==> src/rtl/exu_decode_stage.sv <==
// rtl/exu_decode_stage.sv - registered RV32I decode stage with skid buffer and flush
module exu_decode_stage #(
  parameter int NUM_LANES = 2
) (
  input  logic                    clk,
  input  logic                    rst,
  input  logic                    flush,
  input  logic                    in_valid,
  output logic                    in_ready,
  input  logic [NUM_LANES-1:0]    in_lane_vld,
  input  logic [NUM_LANES*32-1:0] in_inst,
  output logic                    out_valid,
  input  logic                    out_ready,
  output logic [NUM_LANES-1:0]    out_lane_vld,
  output logic [NUM_LANES*4-1:0]  out_opcode,
  output logic [NUM_LANES*5-1:0]  out_lsrc1,
  output logic [NUM_LANES*5-1:0]  out_lsrc2,
  output logic [NUM_LANES*5-1:0]  out_ldst,
  output logic [NUM_LANES-1:0]    out_src1_vld,
  output logic [NUM_LANES-1:0]    out_src2_vld,
  output logic [NUM_LANES-1:0]    out_dst_vld,
  output logic [NUM_LANES*32-1:0] out_imm,
  output logic [NUM_LANES-1:0]    out_illegal
);

  // Packed per-lane record:
  // [55] lane_vld, [54:51] opcode, [50:46] lsrc1, [45:41] lsrc2, [40:36] ldst,
  // [35] src1_vld, [34] src2_vld, [33] dst_vld, [32:1] imm, [0] illegal
  localparam int LW = 56;
  localparam int BW = NUM_LANES * LW;

  localparam logic [3:0] OP_NONE   = 4'd0;
  localparam logic [3:0] OP_LUI    = 4'd1;
  localparam logic [3:0] OP_AUIPC  = 4'd2;
  localparam logic [3:0] OP_JAL    = 4'd3;
  localparam logic [3:0] OP_JALR   = 4'd4;
  localparam logic [3:0] OP_BRANCH = 4'd5;
  localparam logic [3:0] OP_LOAD   = 4'd6;
  localparam logic [3:0] OP_STORE  = 4'd7;
  localparam logic [3:0] OP_ALUI   = 4'd8;
  localparam logic [3:0] OP_ALU    = 4'd9;
  localparam logic [3:0] OP_FENCE  = 4'd10;
  localparam logic [3:0] OP_ENV    = 4'd11;

  // Decode one instruction into the packed lane record; invalid lanes are all-zero.
  function automatic logic [LW-1:0] decode_lane(input logic vld, input logic [31:0] inst);
    logic [3:0]    op;
    logic          s1;
    logic          s2;
    logic          dv;
    logic          ill;
    logic [31:0]   imm;
    logic [LW-1:0] rec;
    case (inst[6:0])
      7'b0110111: op = OP_LUI;
      7'b0010111: op = OP_AUIPC;
      7'b1101111: op = OP_JAL;
      7'b1100111: op = OP_JALR;
      7'b1100011: op = OP_BRANCH;
      7'b0000011: op = OP_LOAD;
      7'b0100011: op = OP_STORE;
      7'b0010011: op = OP_ALUI;
      7'b0110011: op = OP_ALU;
      7'b0001111: op = OP_FENCE;
      7'b1110011: op = OP_ENV;
      default:    op = OP_NONE;
    endcase
    ill = (inst[1:0] != 2'b11) || (op == OP_NONE);
    s1  = !ill && (op inside {OP_JALR, OP_BRANCH, OP_LOAD, OP_STORE, OP_ALUI, OP_ALU});
    s2  = !ill && (op inside {OP_BRANCH, OP_STORE, OP_ALU});
    dv  = !ill && (op inside {OP_LUI, OP_AUIPC, OP_JAL, OP_JALR, OP_LOAD, OP_ALUI, OP_ALU})
          && (inst[11:7] != 5'd0);
    case (op)
      OP_JALR, OP_LOAD, OP_ALUI: imm = {{20{inst[31]}}, inst[31:20]};
      OP_STORE:                  imm = {{20{inst[31]}}, inst[31:25], inst[11:7]};
      OP_BRANCH:                 imm = {{19{inst[31]}}, inst[31], inst[7], inst[30:25],
                                        inst[11:8], 1'b0};
      OP_LUI, OP_AUIPC:          imm = {inst[31:12], 12'b0};
      OP_JAL:                    imm = {{11{inst[31]}}, inst[31], inst[19:12], inst[20],
                                        inst[30:21], 1'b0};
      default:                   imm = 32'd0;
    endcase
    if (ill) imm = 32'd0;
    rec = {1'b1, op, inst[19:15], inst[24:20], inst[11:7], s1, s2, dv, imm, ill};
    if (!vld) rec = '0;
    return rec;
  endfunction

  logic          m_vld;
  logic          s_vld;
  logic [BW-1:0] m_data;
  logic [BW-1:0] s_data;
  logic [BW-1:0] dec_data;
  logic          in_fire;
  logic          out_fire;
  logic          unused_inst;

  // funct3/funct7 are not needed by this stage; fold them so every input bit is consumed.
  assign unused_inst = ^in_inst;

  // Combinational decode of the offered bundle, one record per lane.
  for (genvar i = 0; i < NUM_LANES; i++) begin : g_lane
    assign dec_data[LW*i +: LW] = decode_lane(in_lane_vld[i], in_inst[32*i +: 32]);

    assign out_lane_vld[i]       = m_data[LW*i + 55];
    assign out_opcode[4*i +: 4]  = m_data[LW*i + 51 +: 4];
    assign out_lsrc1[5*i +: 5]   = m_data[LW*i + 46 +: 5];
    assign out_lsrc2[5*i +: 5]   = m_data[LW*i + 41 +: 5];
    assign out_ldst[5*i +: 5]    = m_data[LW*i + 36 +: 5];
    assign out_src1_vld[i]       = m_data[LW*i + 35];
    assign out_src2_vld[i]       = m_data[LW*i + 34];
    assign out_dst_vld[i]        = m_data[LW*i + 33];
    assign out_imm[32*i +: 32]   = m_data[LW*i + 1 +: 32];
    assign out_illegal[i]        = m_data[LW*i];
  end

  // Ready depends only on skid occupancy, so out_ready never reaches in_ready.
  assign in_ready  = !s_vld;
  assign out_valid = m_vld;
  assign in_fire   = in_valid && in_ready;
  assign out_fire  = m_vld && out_ready;

  // Main/skid register update: flush wins, then drain S into M, else load from input.
  always_ff @(posedge clk or posedge rst) begin
    if (rst) begin
      m_vld  <= 1'b0;
      s_vld  <= 1'b0;
      m_data <= '0;
      s_data <= '0;
    end else if (flush) begin
      m_vld <= 1'b0;
      s_vld <= 1'b0;
    end else if (out_fire) begin
      if (s_vld) begin
        m_data <= s_data;
        s_vld  <= 1'b0;
      end else if (in_fire) begin
        m_data <= dec_data;
      end else begin
        m_vld <= 1'b0;
      end
    end else if (in_fire) begin
      if (!m_vld) begin
        m_data <= dec_data;
        m_vld  <= 1'b1;
      end else begin
        s_data <= dec_data;
        s_vld  <= 1'b1;
      end
    end
  end

endmodule

==> config.mk <==
export PLATFORM = sky130hd
export DESIGN_NAME = exu_decode_stage
export DESIGN_NICKNAME = d
export VERILOG_FILES = /design/src/rtl/exu_decode_stage.sv
export SDC_FILE = /design/constraint.sdc
export NUM_CORES = 1
export LEC_CHECK = 0
export CAP_MARGIN = 20
export CELL_PAD_IN_SITES_DETAIL_PLACEMENT = 2
export CELL_PAD_IN_SITES_GLOBAL_PLACEMENT = 2
export CORE_MARGIN = 8
export CORE_UTILIZATION = 34
export DETAILED_ROUTE_END_ITERATION = 8
export PLACE_DENSITY_LB_ADDON = 0.1
export SYNTH_ARGS = -nofsm -noshare
export SYNTH_HDL_FRONTEND = slang
export SYNTH_SLANG_ARGS = --single-unit
==> constraint.sdc <==
create_clock -name clk -period 12 [get_ports clk]
set_input_delay 2.4 -clock clk [delete_from_list [all_inputs] [get_ports clk]]
set_output_delay 2.4 -clock clk [all_outputs]
set_load 0.01 [all_outputs]
==> impl_results.md, run 1 <==
- Root Driver: clkbuf_16
- R2R cell count: 7
- Cts hold-fix bufs: 0
- Max incr delay on CP: 0.72 ns
- Largest net degree at the start of global routing: 130
- Routed len/inst: between 20 and 25 µm
- Synth Register Bits: around 230
- FP Rows: 64
- Die X: about 190 µm
- Layout area overhead: 27.3%
- Area of the die: 37200 µm²
- Gr ovfl total: 0
- CP cell instances: clkdlybuf4s50_1 -> nor2b_1 -> nor4_4 -> buf_4 -> buf_4 -> nand2_1 -> nor2_1 -> a221oi_1
- Routed Wire Length: roughly 40000 µm
- TritonCTS Sinks: between 200 and 250
- Reg-to-Reg Start: out_valid$_DFFE_PP0P_
- Worst skew pair latency: 0.53 ns
- WP buf/inv: 3
- Clk buf depth: 3
- Design Power: just over 2000 µW
- HPWL Detailed: ~27000 µm
- First-pass GRT wire length: roughly 63000 µm
- IO Count: about 190
- Storage cell area: around 5700 µm²
- DR DRC count: 0
- Footprint of the multi-input gates: 4540 µm²
- WHS Endpoint: s_data[109]$_DFFE_PP0P_
- Post-synth cell types: between 60 and 70
- Clk_skew: 0.00695 ns
- DRT iter0 DRCs: about 500
- Gr usage total: 21.2%
- Post-cts resize count: 0
- Cell with the most instances on the worst path: buf_4
- Critical hold path startpoint: s_data[109]$_DFFE_PP0P_
- Setup_tns: 0 ns
- Drt pass-1 iters: 4
- Unrepaired setup endpoints after global routing: no
- Ys async rst share: between 90% and 100%
- Prevailing post-synth register cell: dfrtp_1
- Rel. slew slack: 26.9%
- Worst slew pin tran: approximately 1.1 ns
- Setup bufs post-CTS: 0
- Leakage: 0.00563 µW
- Post-layout min period: between 5 and 6 ns
- Delay-heaviest family, CP: buffers and inverters
- WP data required: between 10 and 15 ns
- Hold-critical path depth: 2
- Fillcell total: between 3k and 4k
- FF-to-FF End: m_data[79]$_DFFE_PP0P_
- Diode count: 0
- Worst Hold Slack: around 0.48 ns
- Arrival time worst endpoint: ~5.9 ns
- Pwr per Cell Area: between 150 and 200 nW/µm²
- Starting density of the core: 34.7%
- Via count: approximately 10k
- Slowest cell on crit path: nor2_1
- Cells after Synth: roughly 1.2k
- CTS Buf Count: 26
- DRT antenna net count: 0
- Final Hold Violating Endpoints: 0
- Ys Warns: 0
- CTS tree: done
- Seq/Total Area, Yosys: between 50% and 60%
- Mapped Nets: 1290
- Most frequent cells in the layout: 252 x nand2_1, 226 x dfrtp_1, 184 x clkdlybuf4s50_1, 146 x a21oi_1, 120 x o21ai_0
- Initial antenna violation count: 1
- Final net count: 1417
- Core Area: between 30000 and 40000 µm²
- Share of cells above drive strength 1: around 5.3%
- Final setup violation count: 0
- Post-route clock period utilization: 46.3%
- Maximum fanout along the worst path: 61
- H-tree levels: 1
- Worst IR Drop VDD: between 70 and 80 µV
- Endpoint class of the critical path: flip-flop
- Post-synth EDFFs: 0
- Hold Crit Class: flip-flop to flip-flop
- Port Buffers: between 150 and 200
- Fmax: ~180 MHz
- Area of the mapped netlist: 10600 µm²
- Die H: 193 µm
- Status: complete, no violations
- Slew Viols, Final: 0
- Vias in the first global route: between 10k and 15k
- Clock Pin Slew Worst Setup and Hold Paths: 0.06 ns
- Setup Crit Path Kind: input pin to flip-flop
- Vias/cell: 5.56
- GP Congestion: around 0.84
- Reg2Reg Setup Slack: around 8.4 ns
- Commonest non-fill, non-tap cell in the layout: nand2_1
- Maxcap violations: 0
- Syn_area_per_cell: a little under 9 µm²
- Startpoint Class: input pin
state kept, by name (all words and copies together), names as in the netlist:
register and cells:
m_data 112, s_vld 1, s_data 112, out_valid 1
worst max-delay path by stage:
stage / from / to / cells after the start
after floorplan: rst / m_data[0]$_DFFE_PP0P_ / 1
after global placement: out_ready / m_data[82]$_DFFE_PP0P_ / 8
after detailed placement: out_ready / m_data[79]$_DFFE_PP0P_ / 8
after CTS: out_ready / m_data[79]$_DFFE_PP0P_ / 8
after global routing: out_ready / m_data[78]$_DFFE_PP0P_ / 8
final: out_ready / m_data[79]$_DFFE_PP0P_ / 8
per-stage QoR:
stage,std cells,instance area [µm²],setup slack (ns),util (%)
final,1760,13500,6.45,44.2
after global routing,1760,13500,6.20,44.2
after CTS,1759,13500,6.42,44.1
after detailed placement,1713,12700,5.86,41.4
after global placement,1713,12700,5.94,41.4
after floorplan,1219,10600,3.41,-
kinds of logic (layout without fill, tap and decap cells):
group / count (synthesis) / count (layout) / synth area share [%]
multiplexers: 6 / 6 / 0.611
AO/OA/AOI/OAI: 407 / 407 / 22.5
XOR/XNOR: 2 / 2 / 0.165
buffers and inverters: 112 / 257 / 4.29
flip-flops: 226 / 226 / 53.2
AND/OR/NAND/NOR: 466 / 466 / 19.3
metal layers:
metal	GRT usage [%]	up-vias	share of wire, %
met5	0	-	0.030
met4	6.68	2	3.0
met3	3.42	63	4.2
met2	36.3	198	49
met1	27.1	5027	44
li1	-	4504	-
cell usage after synthesis, types with 3 or more instances:
library cell | number | area (µm²)
a22o_1 | 6 | 52.6
dfrtp_1 | 226 | 5660
o21ai_0 | 120 | 601
clkbuf_1 | 63 | 236
nand3b_1 | 5 | 37.5
and3_1 | 26 | 163
a21boi_0 | 5 | 37.5
o22ai_1 | 34 | 213
nor2_1 | 107 | 402
nor2b_1 | 6 | 37.5
nand3_1 | 25 | 125
o21a_1 | 9 | 67.6
mux2_2 | 4 | 45.0
a21oi_1 | 146 | 731
inv_1 | 12 | 45.0
o31ai_1 | 27 | 203
o32ai_1 | 3 | 26.3
or4_1 | 6 | 45.0
and2_1 | 5 | 31.3
buf_1 | 8 | 30.0
buf_2 | 29 | 145
nand2_1 | 252 | 946
or3_1 | 8 | 50.1
nand2b_1 | 5 | 31.3
nor3_1 | 4 | 20.0
o211ai_1 | 8 | 60.1
a221oi_1 | 12 | 105
a31oi_1 | 6 | 37.5
a22oi_1 | 8 | 60.1
report_power, final:
| group | total [µW] | switching (µW) | internal, µW |
|---|---|---|---|
| combinational | 370 | 194 | 176 |
| sequential | 897 | 53.0 | 844 |
| clock | 804 | 326 | 478 |
| total | 2070 | 573 | 1500 |
final cells by class:
cell class	instances	area share [%]
inverter	12	0.388
tap	396	3.66
sequential	226	41.7
clock buffer	39	5.62
multi-input combinational	881	33.5
timing repair buffer	199	14.4
clock inverter	7	0.628
worst reg2reg max path, delay by kind of cell, from the launching register on:
family	cells	cell delay [ns]
and+or+nand+nor	4	1.64
AOI/OAI and AO/OA	1	0.23
buffers and inverters	2	1.08
DFF	1	0.47
(Power assumes the default switching activity.)
==> inputs of run 2 (changes only) <==
Settings changed: CORE_UTILIZATION 34 to 29.
Clock period 12 ns to 4.85 ns, I/O delays scaled along.
==> impl_results.md, run 2 (synthesis gave the netlist of run 1 again) <==
- Clock Pin Slew Worst Setup and Hold Paths: roughly 0.060 ns
- WHS Endpoint: s_data[91]$_DFFE_PP0P_
- Maximum fanout along the worst path: 90
- Gate power share: 17.9%
- First-pass GRT wire length: about 67000 µm
- Die X: around 210 µm
- Biggest regs: m_data (112), s_data (112)
- Startpoint Class: input pin
- R2R cell count: 5
- Setup bufs post-CTS: 0
- Maxcap violations: 0
- HPWL Detailed: between 20000 and 30000 µm
- Unrepaired setup endpoints after global routing: no
- FP Rows: 70
- Initial antenna violation count: 0
- Reg power frac: 42.4%
- Largest net degree at the start of global routing: between 90 and 100
- Arrival time worst endpoint: approximately 3.7 ns
- Hold Crit Class: flip-flop to flip-flop
- Endpoint class of the critical path: flip-flop
- CTS tree: done
- Clk buf depth: 3
- Net switching power: roughly 1500 µW
- Clk_skew: ~0.011 ns
- Fin worst setup slack: 1.59 ns
- Core Area: between 30000 and 40000 µm²
- Clk pwr share: about two fifths
- Port Buffers: 184
- Pre-CTS WS: 1.03 ns
- GP Congestion: approximately 0.8
- Fillcell total: roughly 4k
- Die H: 208 µm
- Worst IR Drop VDD: between 200 and 250 µV
- Rel. slew slack: about 34%
- Gr ovfl total: 0
- Fmax: about 310 MHz
- Reg-to-Reg Start: out_valid$_DFFE_PP0P_
- Commonest non-fill, non-tap cell in the layout: nand2_1
- Final net count: 1435
- Hold-critical path depth: 2
- CP cell instances: clkdlybuf4s50_1 -> nor2b_1 -> nor4_4 -> buf_12 -> nand3_2 -> o22ai_1
- Area of the die: around 43000 µm²
- Post-route clock period utilization: about 67%
- Final Hold Violating Endpoints: 0
- Slowest cell on crit path: clkdlybuf4s50_1
- Leakage: roughly 0.0057 µW
- Routed Wire Length: around 42000 µm
- H-tree levels: 1
- Design Power: 5240 µW
- Slew Viols, Final: 0
- Setup_tns: 0 ns
- Via count: ~9.8k
- Pwr per Cell Area: ~380 nW/µm²
- DRT iter0 DRCs: about 380
- Reg2Reg Setup Slack: between 2 and 2.5 ns
- Layout area overhead: 30.2%
- Starting density of the core: slightly below 30%
- Worst slew pin tran: 0.993 ns
- Routed len/inst: about 23 µm
- Worst skew pair latency: approximately 0.54 ns
- Post-cts resize count: 0
- Critical hold path startpoint: s_data[91]$_DFFE_PP0P_
- Final setup violation count: 0
- Root Driver: clkbuf_16
- DR DRC count: 0
- Diode count: 0
- FF-to-FF End: m_data[19]$_DFFE_PP0P_
- Drt pass-1 iters: 4
- Cts hold-fix bufs: 0
- WP data required: 5.29 ns
- Internal: ~3800 µW
- CTS Buf Count: 28
- TritonCTS Sinks: roughly 230
- Vias/cell: about 5.3
- Status: complete, no violations
- Max incr delay on CP: about 0.63 ns
- Post-layout min period: 3.26 ns
- Most frequent cells in the layout: 252 x nand2_1, 226 x dfrtp_1, 184 x clkdlybuf4s50_1, 146 x a21oi_1, 120 x o21ai_0
- IO Count: approximately 190
- Share of cells above drive strength 1: under 10%
- Setup Crit Path Kind: input pin to flip-flop
- DRT antenna net count: 0
- Vias in the first global route: 11.0k
- Sw frac: between 20% and 30%
- Gr usage total: a little under a fifth
[run 2: cell types whose count changed in the layout (fill, tap and decap cells not counted), moves of 2 or more]
cell       change
buf_12         +4
clkbuf_16      +2
clkinv_2       -3
buf_4         +12
clkbuf_8       +3
[run 2: stage by stage]
stage          std cells  hold WS, ns  utilization, %  instance area (µm²)
2_1_floorplan       1219        0.442               -                10600
3_3_place_gp        1802        0.455            35.7                13000
3_5_place_dp        1802        0.465            35.7                13000
4_1_cts             1849        0.477            38.1                13900
5_1_grt             1849        0.503            38.1                13900
6_report            1849        0.472            38.1                13900
[run 2: critical path: cells and delay by family]
family / cells / cell delay, ns
AO/OA/AOI/OAI: 1 / 0.39
AND/OR/NAND/NOR: 3 / 1.19
buffers and inverters: 2 / 1.08
[run 2: worst max path at each step]
stage / start / to / slack, ns / depth (start not counted)
after global routing: out_ready / m_data[28]$_DFFE_PP0P_ / 1.43 / 6
after CTS: out_ready / m_data[28]$_DFFE_PP0P_ / 1.59 / 6
after global placement: out_ready / m_data[23]$_DFFE_PP0P_ / 1.11 / 6
after floorplan: rst / m_data[0]$_DFFE_PP0P_ / 0.93 / 1
final: out_ready / m_data[19]$_DFFE_PP0P_ / 1.59 / 6
after detailed placement: out_ready / m_data[30]$_DFFE_PP0P_ / 1.03 / 6
[run 2: per-layer routing]
metal / GRT usage, % / routed length, µm / vias to the layer above
met3: 3.00 / 1560 / 48
met1: 25.2 / 19200 / 4994
li1: - / - / 4548
met5: 0 / 0 / -
met4: 4.66 / 965 / 0
met2: 32.4 / 20000 / 182
[run 2: area by class of cell]
class	count	area [µm²]	share of cell area [%]
Sequential cell	226	5660	40.8
Multi-Input combinational cell	881	4550	32.8
Timing Repair Buffer	215	2120	15.3
Clock buffer	43	848	6.12
Tap cell	468	586	4.23
Clock inverter	4	48.8	0.352
Inverter	12	48.8	0.352
[run 2: power groups by stage]
stage / clock [µW] / sequential (µW) / combinational, µW
after floorplan: 0 / 2280 / 351
after global placement: 0 / 2250 / 935
after detailed placement: 0 / 2250 / 957
after CTS: 2140 / 2230 / 963
after global routing: 2200 / 2250 / 1030
final: 2080 / 2220 / 937
==> inputs of run 3 (changes only) <==
Settings changed: CORE_UTILIZATION 29 to 32.
Clock period 4.85 ns to 3.1 ns, I/O delays scaled along.
==> impl_results.md, run 3 (synthesis gave the netlist of run 1 again) <==
- Die H: approximately 200 µm
- Vias in the first global route: between 10k and 15k
- Leakage: 0.00595 µW
- Post-layout min period: ~2.5 ns
- Final Hold Violating Endpoints: 0
- HPWL Detailed: about 30000 µm
- Core Area: between 30000 and 40000 µm²
- Rel. slew slack: ~46%
- Post-route clock period utilization: between 80% and 90%
- IO Count: ~190
- Internal: a little under 6000 µW
- Routed Wire Length: roughly 41000 µm
- Post-cts resize count: 0
- CTS tree: done
- TritonCTS Sinks: approximately 230
- H-tree levels: 1
- Gr ovfl total: 0
- Drt pass-1 iters: 4
- GP Congestion: just over 0.8
- Starting density of the core: 32.6%
- Biggest regs: m_data (112), s_data (112)
- CTS Buf Count: 27
- Pwr per Cell Area: 572 nW/µm²
- Commonest non-fill, non-tap cell in the layout: nand2_1
- Maximum fanout along the worst path: 16
- Gr usage total: 21.0%
- Unrepaired setup endpoints after global routing: no
- Arrival time worst endpoint: 2.97 ns
- Share of cells above drive strength 1: roughly 9.1%
- Design Power: 8100 µW
- Final net count: 1473
- Clock Pin Slew Worst Setup and Hold Paths: ~0.06 ns
- Status: complete, no violations
- Port Buffers: ~180
- Fmax: ~400 MHz
- Worst skew pair latency: between 0.5 and 0.6 ns
- Sw frac: between 20% and 30%
- Diode count: 0
- Maxcap violations: 0
- Die X: 198 µm
- Cell area after layout: roughly 14000 µm²
- DRT iter0 DRCs: just under 500
- Clk buf depth: 3
- First-pass GRT wire length: 65900 µm
- Root Driver: clkbuf_16
- Gate power share: 18.5%
- Final setup violation count: 0
- Vias/cell: about 5.3
- Final core utilization: 43.4%
- Routed len/inst: roughly 22 µm
- Endpoint class of the critical path: flip-flop
- Reg power frac: between 40% and 50%
- DR DRC count: 0
- Largest net degree at the start of global routing: around 70
- WP data required: 3.55 ns
- FP Rows: 66
- Startpoint Class: input pin
- DRT antenna net count: 0
- Setup Crit Path Kind: input pin to flip-flop
- Layout area overhead: 33.1%
- Hold Crit Class: flip-flop to flip-flop
- Worst slew pin tran: around 0.8 ns
- Cts hold-fix bufs: 0
- Slew Viols, Final: 0
- Initial antenna violation count: 0
- Net switching power: 2250 µW
- Worst IR Drop VDD: 376 µV
- Clk_skew: roughly 0.01 ns
- Most frequent cells in the layout: 252 x nand2_1, 226 x dfrtp_1, 184 x clkdlybuf4s50_1, 146 x a21oi_1, 120 x o21ai_0
- Via count: about 9.9k
- Setup bufs post-CTS: 0
- Area of the die: between 30000 and 40000 µm²
- DP Area: 13300 µm²
- Clk pwr share: roughly two fifths
- Worst Hold Slack: about 0.48 ns
run 3: cell types whose count changed in the layout (fill, tap and decap cells not counted), moves of 2 or more:
cell / previous run / this run
buf_4: 27 / 60
clkinvlp_4: 1 / 3
clkbuf_16: 29 / 27
buf_12: 4 / 10
clkinv_2: 2 / 5
run 3: final timing paths:
| kind | end | cells after the start | start | slack (ns) |
|---|---|---|---|---|
| max | s_data[12]$_DFFE_PP0P_ | 6 | in_inst[2] | 0.57 |
| min | s_data[111]$_DFFE_PP0P_ | 2 | s_data[111]$_DFFE_PP0P_ | 0.48 |
| min in group asynchronous | m_data[42]$_DFFE_PP0P_ | 2 | rst | 0.49 |
| min reg2reg | s_data[111]$_DFFE_PP0P_ | 2 | s_data[111]$_DFFE_PP0P_ | 0.48 |
| max reg2reg | m_data[83]$_DFFE_PP0P_ | 5 | out_valid$_DFFE_PP0P_ | 0.76 |
| max in group asynchronous | s_data[71]$_DFFE_PP0P_ | 3 | rst | 1.84 |
run 3: power by group through the flow:
stage	Clock, µW	Combinational, µW	Sequential [µW]
detailed placement	0	1530	3520
floorplan	0	549	3570
global route	3330	1650	3510
finish	3130	1500	3470
CTS	3220	1540	3480
global placement	0	1490	3520
run 3: cell type report:
cell class | count | area, µm²
well taps | 442 | 553
clock inverters | 8 | 70.1
fillers | 3505 | 18500
repair buffers | 254 | 2490
inverters | 12 | 48.8
multi-input cells | 881 | 4540
clock buffers | 41 | 798
flip-flops and latches | 226 | 5660
run 3: per-stage QoR:
step           std cells  worst slack, ns  TNS, ns
5_1_grt             1864            0.457        0
6_report            1864            0.573        0
3_5_place_dp        1815           0.0664        0
3_3_place_gp        1815            0.124        0
2_1_floorplan       1219           -0.472  -106.67
4_1_cts             1864            0.618        0
run 3: worst max-delay path, cell delays in order:
cell             delay, ns
clkdlybuf4s50_1       0.79
or3b_2                0.22
o21ai_0               0.08
a311oi_1              0.66
mux2_2                0.43
a31oi_1               0.18
run 3: per-layer routing:
metal	track usage [%]	part of all wire (%)	vias to the layer above	routed length, µm
met2	35.6	49	203	20100
met1	28.0	45	5053	18400
li1	-	-	4628	-
met3	3.48	5.1	45	2100
met5	0	0	-	0
met4	4.15	1.7	0	703
